File: src/rtl/relu_backward_pkg.sv
// Shared constants, state encoding and the mask predicate for the ReLU backward unit.
package relu_backward_pkg;

    localparam int INTERNAL_BITS   = 16;
    localparam int RELU_MASK_DEPTH = 1024;

    typedef enum logic {
        RB_S_FWD = 1'b0,
        RB_S_BWD = 1'b1
    } rb_state_t;

    // Strict signed "> 0": sign bit clear and at least one bit set.
    function automatic logic is_positive(input logic [INTERNAL_BITS-1:0] v);
        return !v[INTERNAL_BITS-1] && (|v);
    endfunction

endpackage

File: src/rtl/relu_mask_ram.sv
// DEPTH x 1 mask store: synchronous write, asynchronous read.
module relu_mask_ram #(
    parameter int DEPTH = 1024,
    parameter int AW    = $clog2(DEPTH)
) (
    input  logic          clk,
    input  logic          i_we,
    input  logic [AW-1:0] i_waddr,
    input  logic          i_wdata,
    input  logic [AW-1:0] i_raddr,
    output logic          o_rdata
);

    logic r_mem [DEPTH];

    always_ff @(posedge clk) begin
        if (i_we) begin
            r_mem[i_waddr] <= i_wdata;
        end
    end

    assign o_rdata = r_mem[i_raddr];

endmodule

File: src/rtl/relu_backward.sv
// Records a positive-mask during the forward pass and replays it over the gradient stream.
module relu_backward
    import relu_backward_pkg::*;
#(
    parameter int DEPTH = RELU_MASK_DEPTH,
    parameter int AW    = $clog2(DEPTH)
) (
    input  logic                     clk,
    input  logic                     reset,
    input  logic                     fwd_valid,
    input  logic [INTERNAL_BITS-1:0] fwd_data,
    input  logic                     fwd_last,
    output logic                     fwd_ready,
    input  logic                     bwd_in_valid,
    input  logic [INTERNAL_BITS-1:0] bwd_in_grad,
    output logic                     bwd_in_ready,
    output logic                     bwd_out_valid,
    output logic [INTERNAL_BITS-1:0] bwd_out_grad,
    output logic                     bwd_out_last,
    input  logic                     bwd_out_ready,
    output logic                     overflow
);

    rb_state_t                r_state;
    rb_state_t                w_state_next;
    logic [AW-1:0]            r_wr_ptr;
    logic [AW-1:0]            r_rd_ptr;
    logic [AW:0]              r_len;
    logic                     r_out_valid;
    logic [INTERNAL_BITS-1:0] r_out_grad;
    logic                     r_out_last;
    logic                     r_overflow;

    logic w_fwd_acc;
    logic w_bwd_acc;
    logic w_in_ready;
    logic w_wr_full;
    logic w_rd_last;
    logic w_fwd_end;
    logic w_mask_bit;

    assign w_in_ready = (r_state == RB_S_BWD) && (!r_out_valid || bwd_out_ready);
    assign w_fwd_acc  = fwd_valid && (r_state == RB_S_FWD);
    assign w_bwd_acc  = bwd_in_valid && w_in_ready;
    assign w_wr_full  = (r_wr_ptr == AW'(DEPTH - 1));
    assign w_rd_last  = ({1'b0, r_rd_ptr} == (r_len - (AW+1)'(1)));
    // The last slot of the mask closes the tensor even without fwd_last.
    assign w_fwd_end  = w_fwd_acc && (fwd_last || w_wr_full);

    relu_mask_ram #(
        .DEPTH (DEPTH),
        .AW    (AW)
    ) u_mask_ram (
        .clk     (clk),
        .i_we    (w_fwd_acc),
        .i_waddr (r_wr_ptr),
        .i_wdata (is_positive(fwd_data)),
        .i_raddr (r_rd_ptr),
        .o_rdata (w_mask_bit)
    );

    always_comb begin
        w_state_next = r_state;
        case (r_state)
            RB_S_FWD: if (w_fwd_end) w_state_next = RB_S_BWD;
            RB_S_BWD: if (w_bwd_acc && w_rd_last) w_state_next = RB_S_FWD;
            default:  w_state_next = RB_S_FWD;
        endcase
    end

    always_ff @(posedge clk) begin
        if (reset) begin
            r_state     <= RB_S_FWD;
            r_wr_ptr    <= '0;
            r_rd_ptr    <= '0;
            r_len       <= '0;
            r_out_valid <= 1'b0;
            r_out_grad  <= '0;
            r_out_last  <= 1'b0;
            r_overflow  <= 1'b0;
        end else begin
            r_state <= w_state_next;
            if (w_fwd_acc) begin
                r_wr_ptr <= r_wr_ptr + AW'(1);
                if (w_fwd_end) begin
                    r_len    <= {1'b0, r_wr_ptr} + (AW+1)'(1);
                    r_rd_ptr <= '0;
                end
                if (w_wr_full && !fwd_last) begin
                    r_overflow <= 1'b1;
                end
            end
            if (w_bwd_acc) begin
                r_out_grad  <= w_mask_bit ? bwd_in_grad : '0;
                r_out_last  <= w_rd_last;
                r_out_valid <= 1'b1;
                r_rd_ptr    <= r_rd_ptr + AW'(1);
                if (w_rd_last) begin
                    r_wr_ptr <= '0;
                end
            end else if (r_out_valid && bwd_out_ready) begin
                r_out_valid <= 1'b0;
            end
        end
    end

    assign fwd_ready     = (r_state == RB_S_FWD);
    assign bwd_in_ready  = w_in_ready;
    assign bwd_out_valid = r_out_valid;
    assign bwd_out_grad  = r_out_grad;
    assign bwd_out_last  = r_out_last;
    assign overflow      = r_overflow;

endmodule

File: config.mk
export PLATFORM = sky130hd
export DESIGN_NAME = relu_backward
export DESIGN_NICKNAME = d
export VERILOG_FILES = /design/src/rtl/relu_backward_pkg.sv /design/src/rtl/relu_mask_ram.sv /design/src/rtl/relu_backward.sv
export SDC_FILE = /design/constraint.sdc
export NUM_CORES = 2
export LEC_CHECK = 0
export BUFFER_PORTS_ARGS = -buffer_cell sky130_fd_sc_hd__buf_2
export CAP_MARGIN = 0
export CORE_MARGIN = 2
export CORE_UTILIZATION = 40
export CTS_CLUSTER_DIAMETER = 60
export DETAILED_ROUTE_END_ITERATION = 7
export GPL_ROUTABILITY_DRIVEN = 0
export GPL_TIMING_DRIVEN = 0
export PLACE_DENSITY_LB_ADDON = 0.15
export SYNTH_ARGS = -nofsm -noshare
export SYNTH_HDL_FRONTEND = slang
export SYNTH_SLANG_ARGS = --single-unit
File: constraint.sdc
create_clock -name clk -period 58.3 [get_ports clk]
set_clock_uncertainty 0.15 [all_clocks]
set_input_delay 17.49 -clock clk [delete_from_list [all_inputs] [get_ports clk]]
set_output_delay 17.49 -clock clk [all_outputs]
set_load 0.05 [all_outputs]
-- Word level (Yosys, flattened, before mapping)
Memory sizes are Yosys's and may differ from the RTL's. A register that Yosys moved wholly into a read port is not among the register bits.
Cells that the tools add are included.
- bits in registers: 51
- bits in writable memories: 1024
- input port bits: 38
- output and inout bits: 21
- logic and storage cells: 52
- memories kept: 1
- add/subtract/negate cells: 4
- eq/ne operators: 2
- multiplexer cells: 16
- bitwise gates (word level): 1
- reduce and logical (&&, ||, !) cells: 20
- memory list (name ; depth ; bits a word ; rd ports ; clocked after memory_dff ; write ports ; RTL line ; RTL):
    u_mask_ram.r_mem ; 1024 ; 1 ; 1 ; 1 ; 1 ; relu_mask_ram.sv:14 ; logic r_mem [DEPTH];
- operators by type and width (operator ; number):
    10-bit two-way mux ; 8
    10-bit by 1-bit adder with 10-bit output, second input constant ; 2
    16-bit two-way mux ; 1
    16-bit OR reduction ; 1
    10-bit by 1-bit adder with 11-bit output, second input constant ; 1
    10-bit by 11-bit == test with 1-bit output ; 1
    11-bit by 1-bit subtractor with 11-bit output, second input constant ; 1
    10-bit == test, second input constant ; 1
    1-bit logical AND ; 8
    1-bit two-way mux ; 6
    2-bit AND reduction ; 3
    2-bit nonzero test ; 3
    1-bit logical NOT ; 3
    1-bit logical OR ; 2
    1-bit case mux with 2 select lines ; 1
    1-bit inverter ; 1

-- Logic depth before layout (Yosys ltp)
- word-level depth: 8
- gate-level depth with buffers: 14
- gate-level depth less buffers: 10

-- Cells and area by module
Synthesis repeated with hierarchy kept, for this count alone.
- cells, all modules: 3429
- area total of the unflattened synthesis: 47296.6 um2
- by module, submodules not included (module ; instances ; cells an instance ; area each (um2) ; seq. area each (um2)):
    relu_mask_ram ; 1 ; 3111 ; 44636.6 ; 30749.5
    relu_backward ; 1 ; 318 ; 2660.1 ; 1021.0

-- Worst setup path before layout
OpenSTA, ideal clock, no wires.
- kind: input port to flip-flop
- from: input port fwd_data[9]
- to: memory u_mask_ram.r_mem[0], data pin
- setup time: 6.157 ns
- arrival: 47.383 ns
- data required time: 51.993 ns
- setup slack: 4.611 ns
- cell stages on the path: 2
- buffers on the path: 0
- cells stage by stage: nor4_1 > a41oi_1
- cells in the longest elaborated chain, start to end: 2
- RTL lines (element ; RTL line ; RTL):
    start: declaration ; relu_backward.sv:11 ; input logic [INTERNAL_BITS-1:0] fwd_data,
    16-bit OR reduction ; relu_backward_pkg.sv:14 ; return !v[INTERNAL_BITS-1] && (|v);
    1-bit logical AND ; relu_backward_pkg.sv:14 ;
    net u_mask_ram.i_wdata ; relu_mask_ram.sv:9 ; input logic i_wdata,
    end: declaration ; relu_mask_ram.sv:14 ;
The timed path passes the listed nets, and every way through them passes these cells.

-- Worst setup path after layout
- from: input port bwd_out_ready
- to: output port bwd_in_ready
- cells in the longest elaborated chain, start to end: 2
- RTL lines (element ; RTL line ; RTL):
    start: declaration ; relu_backward.sv:20 ; input logic bwd_out_ready,
    1-bit logical OR ; relu_backward.sv:42 ; assign w_in_ready = (r_state == RB_S_BWD) && (!r_out_valid || bwd_out_ready);
    1-bit logical AND ; relu_backward.sv:42 ;
    end: declaration ; relu_backward.sv:16 ; output logic bwd_in_ready,
Every way passes these cells.

==> run metrics <==
run status=finished, violations left; failing checks=max-capacitance violations, max-slew violations; gr ovfl total=0; Critical Path End Type=output port; ys async rst share=0%; Final min period=35.77 ns; Root Driver=clkbuf_16; cells taking the most area after synthesis=edfxtp_1, mux4_2, nor2_1, dfxtp_1, mux2i_1; internal power=1.30 mW; Starting Density=40.4%; CTS buffer count=121; Net Switching=0.360 mW; DRT iter0 DRCs=4,772; number of synthesized flops with an enable pin=1,024; worst reg-to-reg path cell count=13; Hold WS=0.295 ns; Avg Inst Size Synth=13.9 sq um; crit-path leading delay family=simple AND/OR/NAND/NOR gates; Avg Vias per Cell=6.07; Crit path largest cell delay=0.21 ns; Max-slew headroom=-5.82%; share of cells above drive strength 1=15.7%; CTS clk-pin slew, worst paths=0.05 ns; first drt pass iteration count=8; hold path start=bwd_out_grad[15]$_SDFFE_PP0P_; cts hold-fix bufs=0; VDD IR max=0.0230 mV; register area share after synthesis=66.9%; core area=118,000 sq um; Setup Fix Bufs, Post-CTS=0; Worst Path Max Fanout=3; vias in the first global route=30.8k; initial antenna violation count=7; MaxCap Viol Count=1; Critical Path RT=40.66 ns; final WL=179,000 um; TritonCTS clock tree=yes; # setup viols final=0; die height=350 um; hpwl dp=119,000 um; RSZ-0062 raised after global routing=no; Clock Power Share=44.9%; final hold violation count=0; fin worst setup slack=22.53 ns; Synth Net Count=3,493; boundary pin count=59; Cell variety after synth=80; Total GRT Usage=29.2%; RR Endpoint=bwd_out_grad[6]$_SDFFE_PP0P_; Ys Warns=0; Placed Area=50,900 sq um; Startpoint Class=primary input; power density over the cells=30.3 nW/um^2; drt drc=0; DR WL/cell=33.7 um; die area=122,000 sq um; slowest cell on the critical path=buf_2; CTS H-tree depth=3; Net Sw Frac=21.7%; fin crit share=61.4%; Crit path buffers/inverters=2; first-pass GRT wire length=245,000 um; cts repair resizes=0; final total power=1.66 mW; Sink Count=1,085; Post-DRT Antenna Nets=0; sequential cell area=32,000 sq um; vias=32.2k; cells after synthesis=3,449; largest net degree at the start of global routing=40; worst-skew pair later-pin latency=0.73 ns; Max Clk Rate=28.0 MHz; pre-CTS WS=22.54 ns; Layout area overhead=14.4%; fillers=10.8k; setup_tns=0 ns; combinational power share=3.6%; Main synth FF type=edfxtp_1; std cell rows=126; Die Wd=350 um; pins over their slew limit=7; Worst-Margin Slew=1.58 ns; area leader, netlist=edfxtp_1; multi-input logic area=14,100 sq um; HP Class=flip-flop to flip-flop; clock buffer depth=3; critical path class=primary input to output port; R2R setup slack=52.98 ns; hold path endpoint=bwd_out_grad[15]$_SDFFE_PP0P_; Post-Syn Area=47,800 sq um; Final Instance Area=54,700 sq um; critical path's most frequent cell=buf_2; crit path DAT=18.13 ns; CP startpoint=bwd_out_ready; NumNets Final=3,710; commonest cells in the netlist=nor2_1, edfxtp_1, clkbuf_1; Port Buffer Count=57; sequential power share=51.5%; most instantiated library cell after synthesis=nor2_1; FF+latch count, synth=1,085; crit-path cells=buf_2 -> nand2b_1 -> and2_1 -> buf_2; post-synth top area share=64.3%; Leakage=16.2 nW; WHS Path Cells=2
per-stage QoR:
| step | std cells | utilization, % |
|---|---|---|
| 2_1_floorplan | 3449 | - |
| 3_3_place_gp | 5042 | 42.3 |
| 3_5_place_dp | 5078 | 43.0 |
| 4_1_cts | 5300 | 46.2 |
| 5_1_grt | 5301 | 46.2 |
| 6_report | 5304 | 46.2 |
how the worst max path moves through the flow:
| stage | cells past startpoint | endpoint | slack (ns) |
|---|---|---|---|
| 2_1_floorplan | 2 | u_mask_ram.r_mem[0]$_DFFE_PP_ | 4.61 |
| 3_3_place_gp | 3 | u_mask_ram.r_mem[529]$_DFFE_PP_ | -22.58 |
| 3_5_place_dp | 4 | bwd_in_ready | 22.54 |
| 4_1_cts | 4 | bwd_in_ready | 22.53 |
| 5_1_grt | 4 | bwd_in_ready | 22.51 |
| 6_report | 4 | bwd_in_ready | 22.53 |
power groups by stage:
stage / clock (mW) / combinational [mW] / sequential (mW)
6_report: 0.745 / 0.0602 / 0.853
4_1_cts: 0.750 / 0.0596 / 0.853
3_3_place_gp: 0 / 0.0520 / 0.926
2_1_floorplan: 0 / 0.0307 / 0.901
3_5_place_dp: 0 / 0.0595 / 0.870
5_1_grt: 0.779 / 0.0628 / 0.853
worst min-delay path, delay by kind of cell (launching register included):
family	cells	cell delay, ns
flops	1	0.32
simple gates	1	0.05
compound gates	1	0.05
kinds of logic (layout without fill, tap and decap cells):
family / Yosys count / count (layout) / share of synthesized area, %
adders and majority gates: 6 / 6 / 0.157
other: 0 / 3 / 0
xor gates and xnor gates: 32 / 32 / 0.586
AOI/OAI and AO/OA: 233 / 233 / 3.62
muxes: 337 / 337 / 12.9
and+or+nand+nor: 1415 / 1415 / 12.1
DFF: 1085 / 1085 / 66.9
buffers and inverters: 341 / 657 / 3.73
final cells by class:
class | instances | area share, %
inverters | 11 | 0.0755
well taps | 1536 | 3.51
repair buffers | 94 | 2.12
multi-input cells | 2023 | 25.7
diodes | 3 | 0.0137
clock inverters | 68 | 1.03
clock buffers | 154 | 5.84
plain buffers | 330 | 3.19
flip-flops and latches | 1085 | 58.5
per-layer routing:
metal	track usage, %	share of wire, %	up-vias
met5	0	0.036	-
met1	38.6	39	16661
met4	14.0	5.9	10
li1	-	-	13151
met3	7.40	10	479
met2	45.0	45	1886
registers in the layout (all words and copies together) (netlist names), 10 cells and up, named ones only:
name / flops
r_rd_ptr: 10
r_len: 11
r_wr_ptr: 10
bwd_out_grad: 16
u_mask_ram.r_mem: 1024
cell usage in the layout (no fill, tap or decap), types with 10 or more instances in the layout:
cell       synthesis  layout
edfxtp_1        1024    1024
o21ai_0           21      21
buf_2             20      77
clkinv_1           1      31
buf_16             0      21
nand2_1          140     140
a211oi_1          18      18
nor3_1            23      23
a22oi_1           32      32
clkinv_2           0      19
nor2b_1           22      22
a21oi_1           40      40
nand3_1           56      56
clkbuf_1         203     234
xor2_1            10      10
mux2i_1           92      92
buf_12             4      16
o22ai_1           16      16
o31ai_2           10      10
buf_4             20      20
xnor2_1           22      22
nor2_1          1069    1067
buf_1             41      41
clkbuf_16          0     123
mux4_2           193     193
dfxtp_1           61      61
a31oi_1           15      15
and3_1            30      30
inv_1             10      10
nand2b_1          11      11
mux2_2            30      30
a221oi_1          17      17
mux4_1            22      22
buf_6             28      29
nand4_1           19      19
Note: power is estimated with default switching activity, not from simulation.
